[src/rtl/grid_io_bank_right_out_pkg.sv]
`default_nettype none
// ============================================================================
// Package : grid_io_bank_pkg
// Brief   : Shared types, constants and helpers for the right-edge output IO
//           bank. Macro CCFF_PARITY_EN adds one parity bit to the frame.
// Rev     : 1.0  initial release
// ============================================================================
package grid_io_bank_pkg;

  typedef enum logic [1:0] {
    IDLE   = 2'd0,
    SHIFT  = 2'd1,
    COMMIT = 2'd2
  } state_e;

  localparam int CFG_BITS = 2;
  localparam int EN_BIT   = 0;
  localparam int INV_BIT  = 1;

`ifdef CCFF_PARITY_EN
  localparam bit PARITY_EN = 1'b1;
`else
  localparam bit PARITY_EN = 1'b0;
`endif

  // Frame length in bits: per-channel config plus optional parity bit.
  function automatic int cfg_len(input int num_pads, input bit parity);
    return num_pads * CFG_BITS + (parity ? 1 : 0);
  endfunction

endpackage
`default_nettype wire

[src/rtl/grid_io_bank_right_out_if.sv]
`default_nettype none
// ============================================================================
// Interface : grid_io_bank_right_out_if
// Brief     : Config chain and pad signals of the right-edge output IO bank.
//             master = fabric/config side, slave = the IO bank.
// Rev       : 1.0  initial release
// ============================================================================
interface grid_io_bank_right_out_if #(
  parameter int NUM_PADS = 4
);
  logic                config_enable;
  logic                ccff_head;
  logic                ccff_tail;
  logic [NUM_PADS-1:0] pin_outpad;
  logic [NUM_PADS-1:0] gfpga_pad_GPIO_PAD;
  logic [NUM_PADS-1:0] pin_inpad;
  logic                cfg_done;
  logic                cfg_err;

  modport master (
    output config_enable, ccff_head, pin_outpad,
    input  ccff_tail, gfpga_pad_GPIO_PAD, pin_inpad, cfg_done, cfg_err
  );

  modport slave (
    input  config_enable, ccff_head, pin_outpad,
    output ccff_tail, gfpga_pad_GPIO_PAD, pin_inpad, cfg_done, cfg_err
  );
endinterface
`default_nettype wire

[src/rtl/grid_io_bank_right_out_ccff_chain.sv]
`default_nettype none
// ============================================================================
// Module : grid_io_bank_ccff_chain
// Brief  : Serial config shift register with a saturating shift counter.
//          The counter saturates one past the frame length to flag overflow.
// Rev    : 1.0  initial release
// ============================================================================
module grid_io_bank_ccff_chain #(
  parameter int L  = 8,
  parameter int CW = 4
) (
  input  logic          prog_clk,
  input  logic          pReset_n,
  input  logic          shift_i,
  input  logic          start_i,
  input  logic          head_i,
  output logic [L-1:0]  chain_o,
  output logic [CW-1:0] cnt_o,
  output logic          tail_o
);

  localparam logic [CW-1:0] C_SAT = CW'(L + 1);

  logic [L-1:0]  chain_q, chain_d;
  logic [CW-1:0] cnt_q, cnt_d;

  // Next chain/count: shift in head; first shift of a frame restarts the count.
  always_comb begin
    chain_d = chain_q;
    cnt_d   = cnt_q;
    if (shift_i) begin
      chain_d = {chain_q[L-2:0], head_i};
      if (start_i)
        cnt_d = CW'(1);
      else if (cnt_q != C_SAT)
        cnt_d = cnt_q + 1'b1;
    end
  end

  // Chain and counter registers.
  always_ff @(posedge prog_clk or negedge pReset_n) begin
    if (!pReset_n) begin
      chain_q <= '0;
      cnt_q   <= '0;
    end else begin
      chain_q <= chain_d;
      cnt_q   <= cnt_d;
    end
  end

  assign chain_o = chain_q;
  assign cnt_o   = cnt_q;
  assign tail_o  = chain_q[L-1];

endmodule
`default_nettype wire

[src/rtl/grid_io_bank_right_out.sv]
`default_nettype none
// ============================================================================
// Module : grid_io_bank_right_out
// Brief  : Output-only IO bank for the right fabric edge. Per-pad enable and
//          invert bits arrive over the ccff chain in framed loads and commit
//          atomically to a shadow register driving the pads.
//          Macro CCFF_PARITY_EN: frame carries an even-parity bit, shifted first.
// Rev    : 1.0  initial release
// ============================================================================
module grid_io_bank_right_out
  import grid_io_bank_pkg::state_e;
  import grid_io_bank_pkg::IDLE;
  import grid_io_bank_pkg::SHIFT;
  import grid_io_bank_pkg::COMMIT;
  import grid_io_bank_pkg::EN_BIT;
  import grid_io_bank_pkg::INV_BIT;
  import grid_io_bank_pkg::PARITY_EN;
  import grid_io_bank_pkg::cfg_len;
#(
  parameter int NUM_PADS = 4,
  parameter int CFG_BITS = 2
) (
  input  logic                     prog_clk,
  input  logic                     pReset_n,
  grid_io_bank_right_out_if.slave  bus
);

  localparam int SW = NUM_PADS * CFG_BITS;
  localparam int L  = cfg_len(NUM_PADS, PARITY_EN);
  localparam int CW = $clog2(L + 2);
  localparam logic [CW-1:0] C_LEN = CW'(L);

  state_e              state_q, state_d;
  logic                done_q, done_d;
  logic                err_q, err_d;
  logic [SW-1:0]       shadow_q, shadow_d;
  logic                shift_w, start_w, par_ok_w;
  logic [L-1:0]        chain_w;
  logic [CW-1:0]       cnt_w;
  logic [NUM_PADS-1:0] pads_w;

  grid_io_bank_ccff_chain #(.L(L), .CW(CW)) u_chain (
    .prog_clk (prog_clk),
    .pReset_n (pReset_n),
    .shift_i  (shift_w),
    .start_i  (start_w),
    .head_i   (bus.ccff_head),
    .chain_o  (chain_w),
    .cnt_o    (cnt_w),
    .tail_o   (bus.ccff_tail)
  );

`ifdef CCFF_PARITY_EN
  assign par_ok_w = ~(^chain_w);
`else
  assign par_ok_w = 1'b1;
`endif

  // Frame FSM: next state, shift control, shadow load and sticky status.
  always_comb begin
    state_d  = state_q;
    done_d   = done_q;
    err_d    = err_q;
    shadow_d = shadow_q;
    shift_w  = 1'b0;
    start_w  = 1'b0;
    case (state_q)
      IDLE: begin
        if (bus.config_enable) begin
          shift_w = 1'b1;
          start_w = 1'b1;
          done_d  = 1'b0;
          err_d   = 1'b0;
          state_d = SHIFT;
        end
      end
      SHIFT: begin
        if (bus.config_enable) begin
          shift_w = 1'b1;
        end else if (cnt_w == C_LEN) begin
          state_d = COMMIT;
        end else begin
          err_d   = 1'b1;
          state_d = IDLE;
        end
      end
      COMMIT: begin
        // Parity bit (if any) sits above the payload and is not stored.
        if (par_ok_w) begin
          shadow_d = chain_w[SW-1:0];
          done_d   = 1'b1;
        end else begin
          err_d    = 1'b1;
        end
        state_d = IDLE;
      end
      default: state_d = IDLE;
    endcase
  end

  // State, shadow and status registers.
  always_ff @(posedge prog_clk or negedge pReset_n) begin
    if (!pReset_n) begin
      state_q  <= IDLE;
      done_q   <= 1'b0;
      err_q    <= 1'b0;
      shadow_q <= '0;
    end else begin
      state_q  <= state_d;
      done_q   <= done_d;
      err_q    <= err_d;
      shadow_q <= shadow_d;
    end
  end

  // Pad drive is combinational from the committed shadow only.
  for (genvar i = 0; i < NUM_PADS; i++) begin : g_pad
    assign pads_w[i] = shadow_q[CFG_BITS*i + EN_BIT]
                     ? (bus.pin_outpad[i] ^ shadow_q[CFG_BITS*i + INV_BIT])
                     : 1'b0;
  end

  assign bus.gfpga_pad_GPIO_PAD = pads_w;
  assign bus.pin_inpad          = '0;
  assign bus.cfg_done           = done_q;
  assign bus.cfg_err            = err_q;

endmodule
`default_nettype wire

[src/flat_wrapper.sv]
// flat-port wrapper written by rule: the top's interface ports become plain ports
module grid_io_bank_right_out_flat import grid_io_bank_pkg::state_e; import grid_io_bank_pkg::IDLE; import grid_io_bank_pkg::SHIFT; import grid_io_bank_pkg::COMMIT; import grid_io_bank_pkg::EN_BIT; import grid_io_bank_pkg::INV_BIT; import grid_io_bank_pkg::PARITY_EN; import grid_io_bank_pkg::cfg_len;
#(
  parameter int NUM_PADS = 4,
  parameter int CFG_BITS = 2
)
  (prog_clk, pReset_n, bus_config_enable, bus_ccff_head, bus_pin_outpad, bus_ccff_tail, bus_gfpga_pad_GPIO_PAD, bus_pin_inpad, bus_cfg_done, bus_cfg_err);
  grid_io_bank_right_out_if #(.NUM_PADS(NUM_PADS)) bus_i ();
  input  logic prog_clk;
  input  logic pReset_n;
  input wire logic [$bits(bus_i.config_enable)-1:0] bus_config_enable;
  input wire logic [$bits(bus_i.ccff_head)-1:0] bus_ccff_head;
  input wire logic [$bits(bus_i.pin_outpad)-1:0] bus_pin_outpad;
  output wire logic [$bits(bus_i.ccff_tail)-1:0] bus_ccff_tail;
  output wire logic [$bits(bus_i.gfpga_pad_GPIO_PAD)-1:0] bus_gfpga_pad_GPIO_PAD;
  output wire logic [$bits(bus_i.pin_inpad)-1:0] bus_pin_inpad;
  output wire logic [$bits(bus_i.cfg_done)-1:0] bus_cfg_done;
  output wire logic [$bits(bus_i.cfg_err)-1:0] bus_cfg_err;
  assign bus_i.config_enable = bus_config_enable;
  assign bus_i.ccff_head = bus_ccff_head;
  assign bus_i.pin_outpad = bus_pin_outpad;
  assign bus_ccff_tail = bus_i.ccff_tail;
  assign bus_gfpga_pad_GPIO_PAD = bus_i.gfpga_pad_GPIO_PAD;
  assign bus_pin_inpad = bus_i.pin_inpad;
  assign bus_cfg_done = bus_i.cfg_done;
  assign bus_cfg_err = bus_i.cfg_err;
  grid_io_bank_right_out #(.NUM_PADS(NUM_PADS), .CFG_BITS(CFG_BITS)) u_core (.prog_clk(prog_clk), .pReset_n(pReset_n), .bus(bus_i));
endmodule
[config.mk]
export PLATFORM = sky130hd
export DESIGN_NAME = grid_io_bank_right_out_flat
export DESIGN_NICKNAME = d
export VERILOG_FILES = /design/src/rtl/grid_io_bank_right_out_pkg.sv /design/src/rtl/grid_io_bank_right_out_if.sv /design/src/rtl/grid_io_bank_right_out_ccff_chain.sv /design/src/rtl/grid_io_bank_right_out.sv /design/src/flat_wrapper.sv
export SDC_FILE = /design/constraint.sdc
export NUM_CORES = 1
export LEC_CHECK = 0
export ABC_CLOCK_PERIOD_IN_PS = 2800
export BUFFER_PORTS_ARGS = -buffer_cell sky130_fd_sc_hd__buf_2
export CAP_MARGIN = 20
export CORE_MARGIN = 2
export CORE_UTILIZATION = 45
export CTS_CLUSTER_DIAMETER = 80
export DETAILED_ROUTE_END_ITERATION = 6
export PLACE_DENSITY = 0.66
export REMOVE_ABC_BUFFERS = 1
export SLEW_MARGIN = 20
export SYNTH_ARGS = -nofsm -noshare
export SYNTH_HDL_FRONTEND = slang
export SYNTH_HIERARCHICAL = 1
export SYNTH_SLANG_ARGS = --single-unit
[constraint.sdc]
create_clock -name prog_clk -period 2.8 [get_ports prog_clk]
set_input_delay 0.56 -clock prog_clk [delete_from_list [all_inputs] [get_ports prog_clk]]
set_output_delay 0.56 -clock prog_clk [all_outputs]
set_load 0.1 [all_outputs]
* Word level (Yosys, flattened, before mapping)
Index checks and enable logic that the tools add are counted.
** Cells by class
- Add/sub/neg operators :: 1
- Equal/unequal tests :: 7
- Multiplexer cells :: 18
- Bitwise logic cells :: 4
- Reductions and logical operators :: 9
** Operators with widths (count)
- 1-bit 2-to-1 mux :: 10
- 4-bit 2-to-1 mux :: 2
- 2-bit 2-to-1 mux :: 3
- 2-bit inequality test (second input constant) :: 3
- 2-bit AND reduction :: 3
- 2-bit nonzero test :: 3
- 4-bit by 1-bit adder with 4-bit output (second input constant) :: 1
- 4-bit equality test (second input constant) :: 1
- 4-bit inequality test (second input constant) :: 1
- 1-bit case mux with 2 select lines :: 2
- 2-bit case mux with 2 select lines :: 1
- 4-bit AND reduction :: 1
- 1-bit bitwise XOR :: 4
- 2-bit by 1-bit equality test with 1-bit output (second input constant) :: 1
- 2-bit equality test (second input constant) :: 1
- 2-bit zero test :: 1
- 2-bit OR reduction :: 1
** Storage, ports and cells
- Register bits :: 24
- Input port bits :: 8
- Output and inout port bits :: 11
- Logic and storage cells :: 45

* Logic depth before layout (Yosys ltp)
- Depth after elaboration :: 4
- Gate-level depth with buffers :: 5
- Mapped depth without buffers :: 5

* By module
Netlist, hierarchy kept.
** By module, submodules not included
- grid_io_bank_right_out :: instances 1, cells an instance 47, area each 626.9 um^2, sequential area each 300.3 um^2
- grid_io_bank_ccff_chain :: instances 1, cells an instance 45, area each 566.8 um^2, sequential area each 300.3 um^2

* Least setup slack after synthesis
No wires, ideal clock.
- Path type :: input to output
- From :: input bus_pin_outpad[0]
- To :: output bus_gfpga_pad_GPIO_PAD[0]
- Data arrival time :: 1.435 ns
- Data required time :: 2.240 ns
- Slack :: 0.805 ns
- Cell stages on the path :: 2
- Path buffers :: 0
- Cell sequence :: xor2_1 and2_1
** Between the ends
- Longest elaborated chain between the ends :: 2
** RTL lines
- start, declared :: line flat_wrapper.sv:13 : input wire logic [$bits(bus_i.pin_outpad)-1:0] bus_pin_outpad;
- 1-bit bitwise XOR :: line grid_io_bank_right_out.sv:119 : ? (bus.pin_outpad[i] ^ shadow_q[CFG_BITS*i + INV_BIT])
- 1-bit 2-to-1 mux :: line grid_io_bank_right_out.sv:119
- end, declared :: line flat_wrapper.sv:15 : output wire logic [$bits(bus_i.gfpga_pad_GPIO_PAD)-1:0] bus_gfpga_pad_GPIO_PAD;
Every way passes these cells.

* Worst setup path in the final report
- From :: register u_core.shadow_q[1]
- To :: output bus_gfpga_pad_GPIO_PAD[0]
** Between the ends
- Longest elaborated chain between the ends :: 2
** RTL lines
- start, declared :: line grid_io_bank_right_out.sv:36 : logic [SW-1:0] shadow_q, shadow_d;
- start signal, assigned :: line grid_io_bank_right_out.sv:112 : shadow_q <= shadow_d;
- 1-bit bitwise XOR :: line grid_io_bank_right_out.sv:119
- 1-bit 2-to-1 mux :: line grid_io_bank_right_out.sv:119
Every way passes these cells.

==> flow_summary.toml <==
[synthesis]
yosysTopAreaCell = "dfrtp_1"
ys_types = 31
yosys_most_used_dff = "dfrtp_1"
yosysMostFrequentCell = "dfrtp_1"
ys_ff_latch = 24
synth_commonest_cells = "24 x dfrtp_1, 8 x mux2_2, 8 x mux2_4, 6 x buf_4, 5 x nor2_1"
ys_async_sr_fraction_pct = 100
yosys_warnings = 6
synth_edf_count = 0
syn_avg_cell_area_sq_um = 13.0
synth.area.top_cells = "dfrtp_1 50%, mux2_4 10%, mux2_2 7.5%"
synthCells = 92
syn_area_sq_um = 1190
synth-seq-area-share_pct = 50.3
yosysTopAreaCellShare_pct = 50.3

[floorplan]
fp.dieArea_sq_um = 3080
core_sq_um = 2500
chipHeight_um = 55.5
ios = 19
initial_core_util_pct = 47.7
row_count = 18
die_x_um = 55.5

[placement]
post-place-ws_ps = 905
dp_hpwl_mm = 1.22
port_buffers = 14
gp_congestion = 0.702

[grt]
antenna_found_initial = 0
grt_pass1_vias = 685
overflow = 0
grt_pass1_wl_mm = 3.02
grt_start_max_net_pins = 25
grt_usage_pct = 12.5

[routing]
wl_per_cell_um = 12.6
drtPass1Iterations = 2
first_iter_violations = 3
ant_nets = 0
drc = 0
via_per_inst = 5.01
met2_length_um = 801
highest_layer = "met4"
met1_length_um = 803
wl_met3_um = 98
vias = 687
drt-total-wl_mm = 1.72

[sta]
hold_violations = 0
max_slew_margin_pct = 56.3
drv_slew = 0
tns_ps = 0
max_freq_mhz = 502
setup_ws_ps = 809
period_needed_ps = 1990
skew_ps = 5.43
setup-violations-final = 0
tightestPinTransition_ps = 653
rsz0062_at_grt = "no"
fin_crit_sh_pct = 71.1

[clock_network]
worstSkewPairLatency_ps = 310
cts_buffer_depth = 2
htreeDepth = 1
hold_buffers = 0
cts_sinks = 24
cts_resized = 0
cts_setup_buffers = 0
cts_tree = "done"
numCtsBuffers = 3
cts_root_buf = "clkbuf_4"
clk_pin_slew_ps = 140

[finish]
ff_latch_area_sq_um = 601
nNetsFinal = 118
multi_input_area_sq_um = 537
fill_cells = 220
antenna_cells_inserted = 0
syn_to_final_growth_pct = 10.3
final_layout_size_suffix_gt1_share_pct = 38.3

[worst_setup_path]
cp.required_ps = 2240
critPathCaptureType = "output pin"
arrival_ps = 1430
path_max_fanout = 2
path_class = "reg -> out"
cp-start-kind = "flop"

[power]
p_comb_share_pct = 43.8
power.total_mw = 1.51
ir_drop_uv = 790
seqPwrFrac_pct = 39.6
switchingPower_uw = 639
switching_share_pct = 42.4
power.leakage_nw = 0.660
internal-power_uw = 866
p_per_area_nw_per_um2 = 1140
power.share.clock_pct = 16.6

[min_path]
min_path_type = "in -> async"

[run]
maxCapViolCount = 0

[status]
status = "completed"
==> worst paths after layout <==
| path | start | to | slack, ps | depth (start not counted) |
|---|---|---|---|---|
| worst max-delay path | u_core/shadow_q[1]$_DFFE_PN0P_ | bus_gfpga_pad_GPIO_PAD[0] | 810 | 3 |
| worst min-delay path | pReset_n | u_core/shadow_q[1]$_DFFE_PN0P_ | 200 | 1 |
| worst max register to register | u_core/state_q[0]$_DFFE_PN0P_ | u_core/shadow_q[1]$_DFFE_PN0P_ | 1360 | 2 |
| worst min register to register | u_core/bus.cfg_done$_DFFE_PN0P_ | u_core/bus.cfg_done$_DFFE_PN0P_ | 510 | 1 |
| max in group asynchronous | pReset_n | u_core/u_chain/cnt_o[1]$_DFFE_PN0P_ | 2250 | 1 |
| min in group prog_clk | bus_ccff_head | u_core/u_chain/chain_o[0]$_DFFE_PN0P_ | 470 | 2 |
==> layout make-up <==
type                    count  area share, %
flip-flops and latches     24           45.6
multi-input cells          61           40.8
repair buffers             15           5.89
well taps                  30           2.85
clock inverters             1           2.28
clock buffers               3           1.71
inverters                   3          0.856
==> metal layers <==
metal,up-vias,global-route usage (%)
met3,2,5.15
met5,-,0
met4,0,4.18
met1,334,15.8
li1,335,-
met2,16,19.4
==> power groups by stage <==
stage	Sequential, mW	Combinational [mW]	Clock (mW)
2_1_floorplan	0.690	0.464	0
3_3_place_gp	0.597	0.651	0
3_5_place_dp	0.606	0.664	0
4_1_cts	0.597	0.666	0.261
5_1_grt	0.619	0.696	0.277
6_report	0.595	0.660	0.250
==> cell families after synthesis <==
logic type,after synthesis,share of synthesized area [%]
adders and majority gates,2,2.10
other,1,0.314
DFF,24,50.3
AOI/OAI and AO/OA,6,4.09
muxes,17,18.4
buffers and inverters,10,5.66
and+or+nand+nor,28,16.1
xor gates and xnor gates,4,2.93
==> per-stage QoR <==
stage,cell area (sq um),hold WS (ps),utilization (%),instances
after floorplan,1150,264,-,88
after global placement,1260,472,50.6,133
after detailed placement,1260,492,50.6,133
after CTS,1320,205,52.7,137
after global routing,1320,214,52.7,137
final,1320,198,52.7,137
==> flip-flops by register name (all words and copies together) (netlist names) <==
signal / count
u_core/shadow_q: 8
u_core/u_chain/chain_o: 8
u_core/u_chain/cnt_o: 4
u_core/state_q: 2
u_core/bus.cfg_done: 1
u_core/bus.cfg_err: 1
==> placed cells by master (no fill, tap or decap), types with 2 or more instances in the layout <==
master | Yosys | layout
dfrtp_1 | 24 | 24
and2b_1 | 3 | 3
mux2_2 | 8 | 8
nand3_1 | 2 | 2
nand2_1 | 3 | 3
xor2_1 | 4 | 4
mux2_4 | 8 | 8
nor2_1 | 5 | 5
inv_1 | 3 | 3
clkbuf_4 | 0 | 3
and2_1 | 4 | 4
ha_1 | 2 | 2
o21ai_0 | 2 | 2
buf_2 | 0 | 14
conb_1 | 1 | 4
==> critical path, stage by stage, from the launching register on <==
cell and delay [ps]:
dfrtp_1 420, xor2_1 150, and2_1 130, buf_2 410
No activity file was read; power rests on OpenSTA's default activity.
